`src/rtl/hpdcache_plru_mp_pkg.sv`:
```
// hpdcache_repl_pkg: replacement classes, clear FSM states and LFSR constants
package hpdcache_repl_pkg;
  typedef enum logic [2:0] {UNUSED = 3'd0, PLRU = 3'd1, CLEAN = 3'd2, DIRTY = 3'd3, NONE = 3'd4} hpdcache_repl_class_e;
  typedef enum logic {IDLE, SWEEP} hpdcache_repl_fsm_e;
  localparam logic [15:0] LFSR_SEED = 16'hACE1;
  localparam logic [15:0] LFSR_TAPS = 16'hB400;
  function automatic logic [15:0] lfsr_next(input logic [15:0] l);
    return {l[14:0], ^(l & LFSR_TAPS)};
  endfunction
endpackage

```
`src/rtl/hpdcache_plru_mp_if.sv`:
```
// hpdcache_plru_mp_if: update, refill, victim-select and clear signals of the PLRU unit
interface hpdcache_plru_mp_if
  import hpdcache_repl_pkg::*;
#(
  parameter int SETS  = 64,
  parameter int WAYS  = 4,
  parameter int NUPDT = 2
);
  localparam int SW = $clog2(SETS);
  logic [NUPDT-1:0]      updt_i;
  logic [NUPDT*SW-1:0]   updt_set_i;
  logic [NUPDT*WAYS-1:0] updt_way_i;
  logic                  repl_i;
  logic [SW-1:0]         repl_set_i;
  logic [WAYS-1:0]       repl_way_i;
  logic                  sel_req_i;
  logic [SW-1:0]         sel_set_i;
  logic [WAYS-1:0]       sel_dir_valid_i;
  logic [WAYS-1:0]       sel_dir_dirty_i;
  logic [WAYS-1:0]       sel_dir_fetch_i;
  logic                  sel_valid_o;
  logic [WAYS-1:0]       sel_victim_way_o;
  hpdcache_repl_class_e  sel_class_o;
  logic                  sel_none_o;
  logic                  clr_req_i;
  logic                  clr_ready_o;
  modport master (
    output updt_i, updt_set_i, updt_way_i, repl_i, repl_set_i, repl_way_i,
    output sel_req_i, sel_set_i, sel_dir_valid_i, sel_dir_dirty_i, sel_dir_fetch_i, clr_req_i,
    input  sel_valid_o, sel_victim_way_o, sel_class_o, sel_none_o, clr_ready_o
  );
  modport slave (
    input  updt_i, updt_set_i, updt_way_i, repl_i, repl_set_i, repl_way_i,
    input  sel_req_i, sel_set_i, sel_dir_valid_i, sel_dir_dirty_i, sel_dir_fetch_i, clr_req_i,
    output sel_valid_o, sel_victim_way_o, sel_class_o, sel_none_o, clr_ready_o
  );
endinterface

```
`src/rtl/hpdcache_plru_mp_rot_pick.sv`:
```
// hpdcache_repl_rot_pick: one-hot grant of the first request at or after ptr, wrapping around
module hpdcache_repl_rot_pick #(
  parameter  int N  = 4,
  localparam int PW = N > 1 ? $clog2(N) : 1
) (
  input  logic [N-1:0]  req,
  input  logic [PW-1:0] ptr,
  output logic [N-1:0]  gnt
);
  logic [PW-1:0] idx;
  // scan from the farthest slot back to ptr so the nearest request overwrites the rest
  always_comb begin
    gnt = '0;
    idx = '0;
    for (int k = N - 1; k >= 0; k--) begin
      idx = PW'((int'(ptr) + k) % N);
      if (req[idx]) begin
        gnt = '0;
        gnt[idx] = 1'b1;
      end
    end
  end
endmodule

```
`src/rtl/hpdcache_plru_mp.sv`:
```
// hpdcache_plru_mp: multi-port bit-PLRU with victim select and clear sweep; HPDCACHE_PLRU_MP_LFSR_EN enables rotating priority
module hpdcache_plru_mp
  import hpdcache_repl_pkg::*;
#(
  parameter int SETS  = 64,
  parameter int WAYS  = 4,
  parameter int NUPDT = 2
) (
  input logic clk_i,
  input logic rst_i,
  hpdcache_plru_mp_if.slave bus
);
  localparam int SW = $clog2(SETS);
  localparam int PW = $clog2(WAYS);
  logic [WAYS-1:0] plru_q [SETS];
  logic [WAYS-1:0] plru_d [SETS];
  logic [WAYS-1:0] acc [SETS];
  logic [WAYS-1:0] nxt [SETS];
  hpdcache_repl_fsm_e fsm_q;
  logic [SW-1:0] cnt_q;
  logic ready_q;
  logic [WAYS-1:0] cur, v, d, f, m_unused, m_plru, m_clean, m_dirty;
  logic [WAYS-1:0] g_unused, g_plru, g_clean, g_dirty, way_d, way_q;
  logic [PW-1:0] ptr;
  hpdcache_repl_class_e cls_d, cls_q;
  logic valid_q, none_q;
  // merge every port and the refill per set; saturation restarts from the newest accesses
  always_comb begin
    for (int s = 0; s < SETS; s++) begin
      acc[s] = (bus.repl_i && bus.repl_set_i == SW'(s)) ? bus.repl_way_i : '0;
      for (int p = 0; p < NUPDT; p++)
        acc[s] = acc[s] | ((bus.updt_i[p] && bus.updt_set_i[p*SW +: SW] == SW'(s)) ? bus.updt_way_i[p*WAYS +: WAYS] : '0);
      nxt[s] = plru_q[s] | acc[s];
      plru_d[s] = &nxt[s] ? (&acc[s] ? '0 : acc[s]) : nxt[s];
    end
  end
  // PLRU state: the sweep clears one set per cycle and drops all updates meanwhile
  always_ff @(posedge clk_i) begin
    if (rst_i) for (int s = 0; s < SETS; s++) plru_q[s] <= '0;
    else if (fsm_q == SWEEP) plru_q[cnt_q] <= '0;
    else plru_q <= plru_d;
  end
  // clear FSM with a registered ready flag
  always_ff @(posedge clk_i) begin
    if (rst_i) begin
      fsm_q <= IDLE;
      cnt_q <= '0;
      ready_q <= 1'b1;
    end else if (fsm_q == IDLE) begin
      if (bus.clr_req_i) begin
        fsm_q <= SWEEP;
        cnt_q <= '0;
        ready_q <= 1'b0;
      end
    end else begin
      cnt_q <= cnt_q + 1'b1;
      if (cnt_q == SW'(SETS - 1)) begin
        fsm_q <= IDLE;
        ready_q <= 1'b1;
      end
    end
  end
`ifdef HPDCACHE_PLRU_MP_LFSR_EN
  logic [15:0] lfsr_q;
  assign ptr = lfsr_q[PW-1:0];
  // rotation pointer source, stepped once per victim request
  always_ff @(posedge clk_i) begin
    if (rst_i) lfsr_q <= LFSR_SEED;
    else if (bus.sel_req_i) lfsr_q <= lfsr_next(lfsr_q);
  end
`else
  assign ptr = '0;
`endif
  assign cur = plru_q[bus.sel_set_i];
  assign v = bus.sel_dir_valid_i;
  assign d = bus.sel_dir_dirty_i;
  assign f = bus.sel_dir_fetch_i;
  assign m_unused = ~v & ~f;
  assign m_plru = v & ~f & ~cur;
  assign m_clean = v & ~f & ~d;
  assign m_dirty = v & ~f & d;
  hpdcache_repl_rot_pick #(.N(WAYS)) u_unused (.req(m_unused), .ptr(PW'(0)), .gnt(g_unused));
  hpdcache_repl_rot_pick #(.N(WAYS)) u_plru (.req(m_plru), .ptr(ptr), .gnt(g_plru));
  hpdcache_repl_rot_pick #(.N(WAYS)) u_clean (.req(m_clean), .ptr(ptr), .gnt(g_clean));
  hpdcache_repl_rot_pick #(.N(WAYS)) u_dirty (.req(m_dirty), .ptr(ptr), .gnt(g_dirty));
  // class priority; the dirty grant is already zero when nothing is selectable
  always_comb begin
    cls_d = |m_unused ? UNUSED : |m_plru ? PLRU : |m_clean ? CLEAN : |m_dirty ? DIRTY : NONE;
    way_d = |m_unused ? g_unused : |m_plru ? g_plru : |m_clean ? g_clean : g_dirty;
  end
  // victim result register, one cycle after the request, using pre-update state
  always_ff @(posedge clk_i) begin
    if (rst_i) begin
      valid_q <= 1'b0;
      way_q <= '0;
      cls_q <= NONE;
      none_q <= 1'b0;
    end else begin
      valid_q <= bus.sel_req_i;
      if (bus.sel_req_i) begin
        way_q <= way_d;
        cls_q <= cls_d;
        none_q <= cls_d == NONE;
      end
    end
  end
  assign bus.sel_valid_o = valid_q;
  assign bus.sel_victim_way_o = way_q;
  assign bus.sel_class_o = cls_q;
  assign bus.sel_none_o = none_q;
  assign bus.clr_ready_o = ready_q;
endmodule

```
`src/flat_wrapper.sv`:
```
// flat-port wrapper written by rule: the top's interface ports become plain ports
module hpdcache_plru_mp_flat import hpdcache_repl_pkg::*;
#(
  parameter int SETS  = 64,
  parameter int WAYS  = 4,
  parameter int NUPDT = 2
)
  (clk_i, rst_i, bus_updt_i, bus_updt_set_i, bus_updt_way_i, bus_repl_i, bus_repl_set_i, bus_repl_way_i, bus_sel_req_i, bus_sel_set_i, bus_sel_dir_valid_i, bus_sel_dir_dirty_i, bus_sel_dir_fetch_i, bus_clr_req_i, bus_sel_valid_o, bus_sel_victim_way_o, bus_sel_class_o, bus_sel_none_o, bus_clr_ready_o);
  hpdcache_plru_mp_if #(.SETS(SETS), .WAYS(WAYS), .NUPDT(NUPDT)) bus_i ();
  input logic clk_i;
  input logic rst_i;
  input wire logic [$bits(bus_i.updt_i)-1:0] bus_updt_i;
  input wire logic [$bits(bus_i.updt_set_i)-1:0] bus_updt_set_i;
  input wire logic [$bits(bus_i.updt_way_i)-1:0] bus_updt_way_i;
  input wire logic [$bits(bus_i.repl_i)-1:0] bus_repl_i;
  input wire logic [$bits(bus_i.repl_set_i)-1:0] bus_repl_set_i;
  input wire logic [$bits(bus_i.repl_way_i)-1:0] bus_repl_way_i;
  input wire logic [$bits(bus_i.sel_req_i)-1:0] bus_sel_req_i;
  input wire logic [$bits(bus_i.sel_set_i)-1:0] bus_sel_set_i;
  input wire logic [$bits(bus_i.sel_dir_valid_i)-1:0] bus_sel_dir_valid_i;
  input wire logic [$bits(bus_i.sel_dir_dirty_i)-1:0] bus_sel_dir_dirty_i;
  input wire logic [$bits(bus_i.sel_dir_fetch_i)-1:0] bus_sel_dir_fetch_i;
  input wire logic [$bits(bus_i.clr_req_i)-1:0] bus_clr_req_i;
  output wire logic [$bits(bus_i.sel_valid_o)-1:0] bus_sel_valid_o;
  output wire logic [$bits(bus_i.sel_victim_way_o)-1:0] bus_sel_victim_way_o;
  output wire logic [$bits(bus_i.sel_class_o)-1:0] bus_sel_class_o;
  output wire logic [$bits(bus_i.sel_none_o)-1:0] bus_sel_none_o;
  output wire logic [$bits(bus_i.clr_ready_o)-1:0] bus_clr_ready_o;
  assign bus_i.updt_i = bus_updt_i;
  assign bus_i.updt_set_i = bus_updt_set_i;
  assign bus_i.updt_way_i = bus_updt_way_i;
  assign bus_i.repl_i = bus_repl_i;
  assign bus_i.repl_set_i = bus_repl_set_i;
  assign bus_i.repl_way_i = bus_repl_way_i;
  assign bus_i.sel_req_i = bus_sel_req_i;
  assign bus_i.sel_set_i = bus_sel_set_i;
  assign bus_i.sel_dir_valid_i = bus_sel_dir_valid_i;
  assign bus_i.sel_dir_dirty_i = bus_sel_dir_dirty_i;
  assign bus_i.sel_dir_fetch_i = bus_sel_dir_fetch_i;
  assign bus_i.clr_req_i = bus_clr_req_i;
  assign bus_sel_valid_o = bus_i.sel_valid_o;
  assign bus_sel_victim_way_o = bus_i.sel_victim_way_o;
  assign bus_sel_class_o = bus_i.sel_class_o;
  assign bus_sel_none_o = bus_i.sel_none_o;
  assign bus_clr_ready_o = bus_i.clr_ready_o;
  hpdcache_plru_mp #(.SETS(SETS), .WAYS(WAYS), .NUPDT(NUPDT)) u_core (.clk_i(clk_i), .rst_i(rst_i), .bus(bus_i));
endmodule
```
`config.mk`:
```
export PLATFORM = sky130hd
export DESIGN_NAME = hpdcache_plru_mp_flat
export DESIGN_NICKNAME = d
export VERILOG_FILES = /design/src/rtl/hpdcache_plru_mp_pkg.sv /design/src/rtl/hpdcache_plru_mp_if.sv /design/src/rtl/hpdcache_plru_mp_rot_pick.sv /design/src/rtl/hpdcache_plru_mp.sv /design/src/flat_wrapper.sv
export SDC_FILE = /design/constraint.sdc
export NUM_CORES = 1
export LEC_CHECK = 0
export ABC_AREA = 1
export BUFFER_PORTS_ARGS = -buffer_cell sky130_fd_sc_hd__buf_2
export CAP_MARGIN = 20
export CELL_PAD_IN_SITES_DETAIL_PLACEMENT = 2
export CELL_PAD_IN_SITES_GLOBAL_PLACEMENT = 2
export CORE_ASPECT_RATIO = 1.2
export CORE_MARGIN = 2
export CORE_UTILIZATION = 34
export CTS_CLUSTER_SIZE = 12
export DETAILED_ROUTE_END_ITERATION = 12
export PLACE_DENSITY = 0.8
export REMOVE_ABC_BUFFERS = 1
export SYNTH_ARGS = -nofsm -noshare
export SYNTH_HDL_FRONTEND = slang
export SYNTH_SLANG_ARGS = --single-unit
```
`constraint.sdc`:
```
create_clock -name clk_i -period 4 [get_ports clk_i]
set_input_delay 0.2 -clock clk_i [delete_from_list [all_inputs] [get_ports clk_i]]
set_output_delay 0.2 -clock clk_i [all_outputs]
set_load 0.02 [all_outputs]
```
==> summary.txt <==
Finish
  • Area Overhead vs Synth: 9.16%
  • Commonest non-fill, non-tap cell in the layout: nand2_1
  • Final core occ: between 30% and 40%
  • Fillers: about 9300
  • Layout cells sized above 1: 8.70%
  • Most frequent cells in the layout: nand2_1, nor2_1, nand3_1
  • NumNets Final: 4378

Route
  • DR pass1 iterations: 5
  • Total routed wirelength: 134000 microns
  • Average vias per placed instance: 5.96
  • Drt first-iter violations: approximately 2000
  • Wire per inst: 25.4 microns
  • DRT antenna net count: 0
  • Remaining DRCs: 0
  • Via Count: 31426

Setup path
  • R2R Setup Slk: between 1 and 1.5 ns
  • CP max FO: 50
  • FF-to-FF path depth: 13
  • CP Class: in2reg
  • Worst R2R Start: u_core.plru_q[152]
  • Crit end category: flip-flop
  • CP required: around 4.5 ns
  • Worst R2R End: u_core.bus.sel_victim_way_o[2]
  • Setup crit start kind: input pin
  • CP arrival: 3.36 ns

Global route
  • First-pass GRT wire length: 203000 microns
  • GRT Total Usage: 36.2%
  • Initial antenna violation count: 4
  • Total gr overflow: 0
  • Largest net degree at the start of global routing: around 120
  • Vias in the first global route: 33321

Status
  • Status: finished clean

Clock tree
  • CTS tree: done
  • Reg clk slew, reported paths: around 0.06 ns
  • Root Buffer: clkbuf_16
  • Clock buffer depth: 3
  • Post-CTS Setup Bufs: 0
  • H-tree Lvls: 2
  • Num CTS Buffers: 37
  • Clock sink count: 273
  • Worst-Skew Late Latency: ~0.58 ns

STA
  • Hold_ws: 0.0942 ns
  • F_max: about 340 MHz
  • Clock Skew: roughly 0.022 ns
  • Tmin final: slightly below 3 ns
  • Relative slew slack: around 27%
  • Period utilization: between 70% and 80%
  • Unrepaired setup endpoints after global routing: false
  • Final Hold Violating Endpoints: 0
  • Endpoints failing setup: 0
  • Final Max Tran Viols: 0
  • Worst-Margin Slew: about 1.1 ns

Hold path
  • Hold Path Depth: 4
  • Hold wc startpoint: bus_sel_dir_valid_i[3]
  • Endpoint, Worst Hold: u_core.bus.sel_victim_way_o[3]
  • Worst hold path type: in2reg

Yosys
  • Mean Syn Cell Area: 5.52 sq um
  • Mapped cell area: approximately 24000 sq um
  • Yosys warns: 0
  • Flops & latches, synth: 273
  • Netlist cell types: 39
  • Asr flop ratio synth: 0%
  • Area fraction of the dominant cell type after synthesis: between 20 and 30%
  • Seq/Total Area, Yosys: roughly 23%
  • Synth area leader: nand2_1
  • Number of synthesized flops with an enable pin: 0
  • Gate count after technology mapping: about 4400
  • Ys flop type: dfxtp_1
  • Synth area leaders: nand2_1, dfxtp_1, nor2_1, nand3_1, a21oi_1

Power and ir drop
  • Leakage power: 9.37 nW
  • Switching power: between 2 and 3 mW
  • PD cells: around 280 nW/um^2
  • Clock power share: 45.0%
  • Worst VDD drop: about 0.27 mV
  • Sw Share: between 30 and 40%
  • Flop pwr share: a little under two fifths
  • Total power draw: 7.52 mW
  • Comb pwr share: 17.3%
  • Internal Dissipation: just under 5 mW

Floorplan
  • Die ar.: about 73000 sq um
  • Chip Width: around 250 microns
  • Row cnt: between 100 and 150
  • Initial Utilization: between 30% and 40%
  • Core Area: between 70000 and 80000 sq um
  • Die Y: around 300 microns
  • I/O pin count: 65

Placement
  • Port Buffers: 64
  • Final HPWL from detailed placement: around 96000 microns
  • GP Congestion: approximately 0.96

Job
  • Max cap viols: 0
area by class of cell:
class | instances | area (sq um) | area share (%)
multi-input cells | 3748 | 17200 | 65.3
flip-flops and latches | 273 | 5470 | 20.7
well taps | 926 | 1160 | 4.38
clock buffers | 51 | 1030 | 3.89
repair buffers | 113 | 856 | 3.24
inverters | 149 | 569 | 2.15
clock inverters | 9 | 95.1 | 0.360
diodes | 1 | 2.50 | 0.00947
sequential cells by signal, summed over array words and instances, names as in the netlist:
name / flops
u_core.bus.sel_none_o: 1
u_core.bus.sel_valid_o: 1
u_core.bus.clr_ready_o: 1
u_core.plru_q: 256
u_core.cnt_q: 6
u_core.bus.sel_class_o: 3
u_core.bus.sel_victim_way_o: 4
u_core.fsm_q: 1
stage by stage:
step	setup WS (ns)	area (sq um)	cells	TNS, ns
3_3_place_gp	1.13	25200	5205	0
3_5_place_dp	1.03	25200	5205	0
6_report	1.09	26400	5270	0
2_1_floorplan	-0.596	23300	4170	-111.86
5_1_grt	0.840	26400	5269	0
4_1_cts	1.20	26400	5268	0
what timing repair did:
action | 4_1_cts | 5_1_grt
hold buffers | 3 | 0
resized for setup | 0 | 0
hold endpoints to repair | 2 | 0
routing by layer:
| metal | wire, microns | global-route usage [%] | share of wire, % | up-vias |
|---|---|---|---|---|
| met5 | 23 | 0 | 0.017 | - |
| met3 | 7390 | 5.53 | 5.5 | 510 |
| li1 | - | - | - | 14134 |
| met1 | 51400 | 40.5 | 38 | 15666 |
| met2 | 63300 | 62.1 | 47 | 1112 |
| met4 | 11500 | 26.6 | 8.6 | 4 |
power by group through the flow:
stage | clock, mW | sequential [mW] | combinational (mW)
3_3_place_gp | 0 | 2.89 | 1.23
2_1_floorplan | 0 | 2.88 | 0.520
4_1_cts | 3.42 | 2.83 | 1.26
6_report | 3.38 | 2.83 | 1.30
3_5_place_dp | 0 | 2.89 | 1.25
5_1_grt | 3.52 | 2.84 | 1.36
cells in the mapped netlist (all sizes together), types with 17 or more instances:
library cell	instances
a21oi	284
buf	81
clkbuf	132
dfxtp	273
inv	148
nand2	1861
nand3	469
nand4	48
nor2	709
nor3	17
nor4	71
o211ai	31
o21ai	231
how the worst max path moves through the flow:
| stage | slack, ns | startpoint | end |
|---|---|---|---|
| after floorplan | -0.60 | u_core.fsm_q | u_core.cnt_q[5] |
| after global placement | 1.13 | bus_sel_set_i[0] | u_core.bus.sel_class_o[0] |
| after detailed placement | 1.03 | bus_sel_set_i[0] | u_core.bus.sel_class_o[0] |
| after CTS | 1.20 | bus_sel_set_i[0] | u_core.bus.sel_victim_way_o[2] |
| after global routing | 0.84 | bus_sel_set_i[0] | u_core.bus.sel_victim_way_o[2] |
| final | 1.09 | bus_sel_set_i[0] | u_core.bus.sel_victim_way_o[2] |
worst max-delay path: stages:
cell           delay [ns]
buf_4                0.50
inv_4                0.30
buf_12               0.26
nand2_1              0.11
nand3_1              0.07
nand3_1              0.23
nand2_1              0.18
nand2_1              0.13
nand3_1              0.08
nand3_1              0.09
nand3_1              0.13
nand2_1              0.15
nor2_1               0.06
nand2_1              0.14
a31oi_1              0.09
dlygate4sd3_1        0.57
kinds of logic (layout without fill, tap and decap cells):
logic type,count (synthesis),count (layout),share of synthesized area [%]
buffers and inverters,362,322,6.18
flip-flops,273,273,22.6
adder cells (fa/ha/maj),1,1,0.0517
AND/OR/NAND/NOR,3186,3186,59.0
other,0,1,0
AO/OA/AOI/OAI,561,561,12.2
Note: power is estimated with default switching activity, not from simulation.
